==> config.mk <==
export PLATFORM = sky130hd
export DESIGN_NAME = adder_pipe_wrapper
export DESIGN_NICKNAME = d
export VERILOG_FILES = /design/src/rtl/adder_pipe_wrapper.sv
export SDC_FILE = /design/constraint.sdc
export NUM_CORES = 1
export LEC_CHECK = 0
export CAP_MARGIN = 20
export CORE_MARGIN = 2
export CORE_UTILIZATION = 30
export CTS_BUF_LIST = sky130_fd_sc_hd__clkbuf_2
export CTS_CLUSTER_SIZE = 28
export DETAILED_ROUTE_END_ITERATION = 8
export GPL_ROUTABILITY_DRIVEN = 0
export MAX_ROUTING_LAYER = met4
export PLACE_DENSITY = 0.63
export SETUP_SLACK_MARGIN = 0.5
export SLEW_MARGIN = 20
export SYNTH_ARGS = -nofsm -noshare
export SYNTH_HDL_FRONTEND = slang
export SYNTH_HIERARCHICAL = 1
export SYNTH_SLANG_ARGS = --single-unit
==> constraint.sdc <==
create_clock -name clk -period 25.6 [get_ports clk]
set_clock_uncertainty 0.05 [all_clocks]
set_input_delay 7.68 -clock clk [delete_from_list [all_inputs] [get_ports clk]]
set_output_delay 7.68 -clock clk [all_outputs]
set_load 0.02 [all_outputs]
==> src/rtl/adder_pipe_wrapper.sv <==
// Two-stage elastic valid/ready wrapper around a 32-bit carry-bypass adder.
// Define ADDER_PIPE_SATURATE_EN to clamp overflowing sums to the signed limits.

module carry_bypass_adder (
    input  logic [31:0] a,
    input  logic [31:0] b,
    input  logic        cin,
    output logic [31:0] sum,
    output logic        cout
);

    logic [31:0] p;
    logic [8:0]  c_blk;
    logic        rc;

    assign p = a ^ b;

    // 4-bit ripple blocks; a fully propagating block forwards its carry-in.
    always_comb begin
        sum      = '0;
        c_blk    = '0;
        rc       = 1'b0;
        c_blk[0] = cin;
        for (int k = 0; k < 8; k++) begin
            rc = c_blk[k];
            for (int j = 0; j < 4; j++) begin
                sum[4*k+j] = p[4*k+j] ^ rc;
                rc = (a[4*k+j] & b[4*k+j]) | (rc & p[4*k+j]);
            end
            c_blk[k+1] = (&p[4*k +: 4]) ? c_blk[k] : rc;
        end
        cout = c_blk[8];
    end

endmodule

module adder_pipe_wrapper #(
    parameter int CNT_W = 16
) (
    input  logic             clk,
    input  logic             rst,
    input  logic             in_valid,
    output logic             in_ready,
    input  logic [31:0]      in_a,
    input  logic [31:0]      in_b,
    input  logic             in_cin,
    output logic             out_valid,
    input  logic             out_ready,
    output logic [31:0]      out_sum,
    output logic             out_cout,
    output logic             out_overflow,
    output logic [CNT_W-1:0] ovf_count
);

    logic        s1_valid;
    logic        s2_valid;
    logic [31:0] s1_a;
    logic [31:0] s1_b;
    logic        s1_cin;
    logic        s2_free;
    logic        s1_adv;
    logic        accept;
    logic        deliver;
    logic [31:0] raw_sum;
    logic        raw_cout;
    logic        raw_ovf;
    logic [31:0] next_sum;

    assign s2_free   = ~s2_valid | out_ready;
    assign s1_adv    = s1_valid & s2_free;
    assign in_ready  = ~s1_valid | s1_adv;
    assign accept    = in_valid & in_ready;
    assign out_valid = s2_valid;
    assign deliver   = s2_valid & out_ready;

    carry_bypass_adder u_add (
        .a    (s1_a),
        .b    (s1_b),
        .cin  (s1_cin),
        .sum  (raw_sum),
        .cout (raw_cout)
    );

    assign raw_ovf = (s1_a[31] & s1_b[31] & ~raw_sum[31])
                   | (~s1_a[31] & ~s1_b[31] & raw_sum[31]);

`ifdef ADDER_PIPE_SATURATE_EN
    always_comb begin
        next_sum = raw_sum;
        if (raw_ovf)
            next_sum = s1_a[31] ? 32'h8000_0000 : 32'h7FFF_FFFF;
    end
`else
    assign next_sum = raw_sum;
`endif

    always_ff @(posedge clk) begin
        if (rst) begin
            s1_valid <= 1'b0;
            s1_a     <= '0;
            s1_b     <= '0;
            s1_cin   <= 1'b0;
        end else if (accept) begin
            s1_valid <= 1'b1;
            s1_a     <= in_a;
            s1_b     <= in_b;
            s1_cin   <= in_cin;
        end else if (s1_adv) begin
            s1_valid <= 1'b0;
        end
    end

    always_ff @(posedge clk) begin
        if (rst) begin
            s2_valid     <= 1'b0;
            out_sum      <= '0;
            out_cout     <= 1'b0;
            out_overflow <= 1'b0;
        end else if (s1_adv) begin
            s2_valid     <= 1'b1;
            out_sum      <= next_sum;
            out_cout     <= raw_cout;
            out_overflow <= raw_ovf;
        end else if (deliver) begin
            s2_valid     <= 1'b0;
        end
    end

    // Counts delivered overflows only; sticks at all-ones.
    always_ff @(posedge clk) begin
        if (rst)
            ovf_count <= '0;
        else if (deliver && out_overflow && ovf_count != '1)
            ovf_count <= ovf_count + CNT_W'(1);
    end

endmodule

==> results of run 1 <==
[report_power, final]
group	internal (mW)	switching [mW]	total [mW]	leakage (nW)
combinational	0.0242	0.0255	0.0497	1.82
sequential	0.191	0.00819	0.199	0.958
clock	0.0333	0.0665	0.0998	0.118
total	0.248	0.100	0.348	2.89
[metrics by stage]
step | util (%) | power (mW) | worst slack [ps] | cell area (sq um)
6_report | 38.71 | 0.3484 | 8728 | 7241
5_1_grt | 38.71 | 0.3716 | 8689 | 7241
4_1_cts | 38.68 | 0.3548 | 8718 | 7236
3_5_place_dp | 37.77 | 0.2532 | 8718 | 7066
3_3_place_gp | 37.77 | 0.2524 | 8728 | 7066
2_1_floorplan | - | 0.2285 | 9907 | 5700
[area by class of cell]
cell class,count,area [sq um]
fillers,1919,11460
multi-input cells,483,3108
flip-flops and latches,117,2342
repair buffers,125,1236
well taps,234,292.8
clock buffers,21,105.1
inverters,23,86.33
clock inverters,10,65.06
diodes,2,5.005
[layer usage]
| layer | vias up | wire length, um | GRT usage [%] | part of all wire [%] |
|---|---|---|---|---|
| met1 | 2207 | 6632 | 18.81 | 46 |
| met2 | 87 | 6891 | 24.48 | 48 |
| met4 | 0 | 148 | 4.421 | 1.0 |
| met5 | - | 0 | - | 0 |
| li1 | 2400 | - | - | - |
| met3 | 15 | 601 | 3.679 | 4.2 |
[final timing paths]
kind / to
worst max-delay path: in_ready
worst min-delay path: out_sum[4]
worst max register to register: out_overflow
worst min register to register: out_sum[4]
[worst max-delay path, cell delays in order]
cell and delay (ps):
clkdlybuf4s50_1 570, nand3b_1 250, clkdlybuf4s50_1 640
[synthesized netlist by cell type (2+ instances only)]
cell / n / area share, %
nand3b_1: 3 / 0.40
nand3_1: 8 / 0.70
o21ai_0: 5 / 0.44
and4_1: 4 / 0.61
clkbuf_1: 21 / 1.4
nor3_1: 4 / 0.35
and4_4: 2 / 0.40
mux2_2: 5 / 0.99
buf_1: 5 / 0.33
or3_1: 3 / 0.33
clkbuf_8: 2 / 0.48
dfxtp_1: 117 / 41
buf_2: 8 / 0.70
nand4_1: 11 / 1.2
buf_4: 2 / 0.26
fa_1: 32 / 11
nor2b_1: 5 / 0.55
nor2_1: 11 / 0.72
or4_1: 6 / 0.79
nand2_1: 206 / 14
inv_1: 23 / 1.5
ha_1: 33 / 7.2
o31ai_1: 8 / 1.1
nand2b_1: 2 / 0.22
a21oi_1: 118 / 10
[registers in the layout, summed over array words and instances (netlist names)]
register and cells:
out_cout 1, out_overflow 1, out_sum 32, out_valid 1
ovf_count 16, s1_a 32, s1_b 32, s1_cin 1
s1_valid 1
[cells by family after synthesis]
group	after synthesis	synth area share [%]
DFF	117	41.09
muxes	7	1.361
buffers and inverters	61	4.675
and+or+nand+nor	274	21.71
adders and majority gates	65	18.48
AOI/OAI and AO/OA	137	12.69
==> metrics, run 1 <==
Tcrit/Tclk final 65.91%; VDD IR max 0.00002825 V; RSZ-0062 raised after global routing no; Post-synth ARST share 0%; Core Footprint 18710 sq um; mean area per synthesized cell 8.624 sq um; Avg WL per Cell 14.06 um; commonest non-fill, non-tap cell in the layout nand2_1; CP Capture Type output port; Die ar. 20120 sq um; Max Cap Viol 0; syn nets 795; drt initial violations 193; Critical path origin out_ready; final hold vios 0; Port Buffer Count 120; number of global-route vias before repair 4557; Final HPWL DP 9991 um; WHS 416.1 ps; CTS tree yes; crit path launch type input pin; Via density 4.639; hold depth 2; post-CTS setup buffers 0; layout cells sized above 1 6.033%; Worst Setup Path Type input pin to output port; commonest non-fill, non-tap cells in the layout nand2_1, clkdlybuf4s50_1, a21oi_1, dfxtp_1, ha_1; Pins Over Slew Limit 0; CTS Root Cell clkbuf_2; Max Fanout on Critical Path 5; Post-layout nets 901; H-tree depth 4; initial antenna violation count 2; CTS max path bufs 2; fin crit period 16870 ps; EDFF count, synth 0; DRC violations left 0; register area share after synthesis 41.09%; worst skew pair latency 670 ps; Leak 2.892 nW; Hold WC Path Type flop to flop; Achievable Freq 59.27 MHz; first-pass GRT wire length 23170 um; Worst Path Required 17870 ps; Clk pin slew, worst setup/hold paths 150 ps; setup TNS 0 ps; # rows 50; Routed WL 14270 um; Netlist cell types 42; #FFs+latches synth 117; DRT Pass-1 Iters 4; tightest slew margin relative to the limit 51.06%; CP arrival 9140 ps; Slew @ Worst Pin 730.7 ps; DP Cell Count 982; Die Y 141.8 um; cts-stage hold buffer count 0; Routed Antenna Nets 0; GRT overflow 0; CTS sink count 117; reg2reg path depth 54; hold path start out_sum[4]; pin count of the biggest net entering global routing 66; r2r startpoint s1_a[0]; DIE WIDTH 141.8 um; Synth Warn # 6; Resize count post-CTS 0; status complete, no violations; total CTS buffers 17; fin cells 1015; total global-route track usage 15.11%; Initial Utilization 30.47%; Vias 4709; Synth Flop Type dfxtp_1; Synth Cell Area 5700 sq um; Post-Synthesis Cells 661; final setup fails 0; Top Ports 121; area delta synth->final 27.02%; R2R setup slack 10190 ps; pwr/cell area 48.12 nW/um^2
(Power assumes the default switching activity.)
==> run 2: changes to the inputs <==
==> constraint.sdc (replaced) <==
create_clock -name clk -period 16.9 [get_ports clk]
set_clock_uncertainty 0.05 [all_clocks]
set_input_delay 5.07 -clock clk [delete_from_list [all_inputs] [get_ports clk]]
set_output_delay 5.07 -clock clk [all_outputs]
set_load 0.02 [all_outputs]
==> metrics, run 2 (same netlist as run 1, synthesis figures left out) <==
Vias 4789 (was 4709); placed cell areas 7066 sq um (unchanged); pin count of the biggest net entering global routing 112 (was 66); Resize count post-CTS 0 (unchanged); setup TNS 0 ps (unchanged); CP arrival 15770 ps (was 9140 ps); CTS tree yes (unchanged); Tcrit/Tclk final 90.14%; Slew @ Worst Pin 863.1 ps (was 730.7 ps); tightest slew margin relative to the limit 42.46% (was 51.06%); PnR worst setup slack 1667 ps (was 8728 ps); Die ar. 20120 sq um (unchanged); # rows 50 (unchanged); Port Buffer Count 120 (unchanged); Fill cells 1936 (was 1919); Top Ports 121 (unchanged); CTS Root Cell clkbuf_2 (unchanged); Worst Path Required 17440 ps (was 17870 ps); Routed Antenna Nets 0 (unchanged); first-pass GRT wire length 22580 um (was 23170 um); total global-route track usage 14.77% (was 15.11%); CTS max path bufs 2 (unchanged); Leak 2.923 nW (was 2.892 nW); crit path launch type flop (was input pin); Routed WL 14210 um (was 14270 um); commonest non-fill, non-tap cell in the layout nand2_1 (unchanged); commonest non-fill, non-tap cells in the layout nand2_1, clkdlybuf4s50_1, a21oi_1, dfxtp_1, ha_1 (unchanged); drt initial violations 211 (was 193); area delta synth->final 28.20% (was 27.02%); status complete, no violations (unchanged); Max Cap Viol 0 (unchanged); Initial Utilization 30.47% (unchanged); initial antenna violation count 1 (was 2); DRC violations left 0 (unchanged); total CTS buffers 17 (unchanged); Max Fanout on Critical Path 3 (was 5); Worst Setup Path Type flop to flop (was input pin to output port); cts-stage hold buffer count 0 (unchanged); Achievable Freq 65.65 MHz; final setup fails 0 (unchanged); pwr/cell area 76.88 nW/um^2 (was 48.12 nW/um^2); top flop regs out_sum (32), s1_a (32), s1_b (32) (unchanged); final hold vios 0 (unchanged); Hold WC Path Type flop to flop (unchanged); VDD IR max 0.00003602 V (was 0.00002825 V); post-CTS setup buffers 0 (unchanged); Post-layout nets 901 (unchanged); layout cells sized above 1 6.667% (was 6.033%); Clk pin slew, worst setup/hold paths 180 ps (was 150 ps); pre-CTS WS 1669 ps (was 8718 ps); CTS sink count 117 (unchanged); GRT overflow 0 (unchanged); Pins Over Slew Limit 0 (unchanged); DRT Pass-1 Iters 4 (unchanged); Final Instance Area 7308 sq um (was 7241 sq um); H-tree depth 4 (unchanged); DIE WIDTH 141.8 um (unchanged); Avg WL per Cell 14.00 um (was 14.06 um); number of global-route vias before repair 4563 (was 4557); most used cell, CP fa_1 (was clkdlybuf4s50_1); RSZ-0062 raised after global routing no (unchanged); worst skew pair latency 680 ps (was 670 ps); fin crit period 15230 ps; Via density 4.718 (was 4.639); Worst path slowest cell or3b_2 (was clkdlybuf4s50_1); Final HPWL DP 10140 um (was 9991 um); Core Footprint 18710 sq um (unchanged); Worst path max stage delay 440 ps (was 640 ps); CP Capture Type flop (was output port); Die Y 141.8 um (unchanged)
## run 2: cell count changes in the layout (fill, tap and decap cells not counted)
cell,change
diode_2,-1
buf_6,+1
clkinvlp_4,+1
clkinv_2,+2
bufinv_16,+2
clkinv_1,-4
buf_4,-1
clkbuf_2,-1
clkinv_4,+1
## run 2: worst paths after layout
kind,start,depth (start not counted),slack [ps],endpoint
max,s1_a[0],54,1670,out_overflow
min,out_sum[4],2,420,out_sum[4]
max reg2reg,s1_a[0],54,1670,out_overflow
min reg2reg,out_sum[4],2,420,out_sum[4]
## run 2: power breakdown
part	total (mW)	switching (mW)	internal, mW
combinational	0.0755	0.0387	0.0368
clock	0.185	0.103	0.0818
sequential	0.301	0.0124	0.289
## run 2: cell type report
cell class	instances	area [sq um]	area share [%]
clock inverter	12	136.4	1.866
clock buffer	20	100.1	1.370
antenna	1	2.502	0.03424
sequential	117	2342	32.05
tap	234	292.8	4.006
multi-input combinational	483	3108	42.53
inverter	23	86.33	1.181
timing repair buffer	125	1240	16.97
## run 2: through the flow
stage / utilization [%] / hold WS [ps] / instances / total power, mW
global placement: 37.77 / 394.5 / 982 / 0.3827
finish: 39.07 / 417.4 / 1015 / 0.5619
floorplan: - / 403.0 / 661 / 0.3462
global route: 39.07 / 440.8 / 1015 / 0.5942
CTS: 39.04 / 421.5 / 1014 / 0.5717
detailed placement: 37.77 / 399.6 / 982 / 0.3842
## run 2: layer usage
metal / part of all wire (%) / up-vias / global-route usage, % / wire length (um)
li1: - / 2402 / - / -
met4: 1.1 / 0 / 4.632 / 161
met1: 46 / 2268 / 17.95 / 6490
met3: 4.1 / 10 / 3.544 / 576
met5: 0 / - / - / 0
met2: 49 / 109 / 24.32 / 6983
## run 2: worst max-delay path: cells and delay by family, from the launching register on
family	cells	cell delay, ps
and+or+nand+nor	7	1030
buffers and inverters	8	620
muxes	2	600
DFF	1	370
adders and majority gates	32	11730
AOI/OAI and AO/OA	5	800
==> run 3: changes to the inputs <==
--- a/config.mk
+++ b/config.mk
@@ -5,7 +5,7 @@
 export SDC_FILE = /design/constraint.sdc
 export NUM_CORES = 1
 export LEC_CHECK = 0
-export CAP_MARGIN = 20
+export CAP_MARGIN = 0
 export CORE_MARGIN = 2
 export CORE_UTILIZATION = 30
 export CTS_BUF_LIST = sky130_fd_sc_hd__clkbuf_2
==> results of run 3 <==
No change in the layout: final DEF, timing and power equal those of run 2.
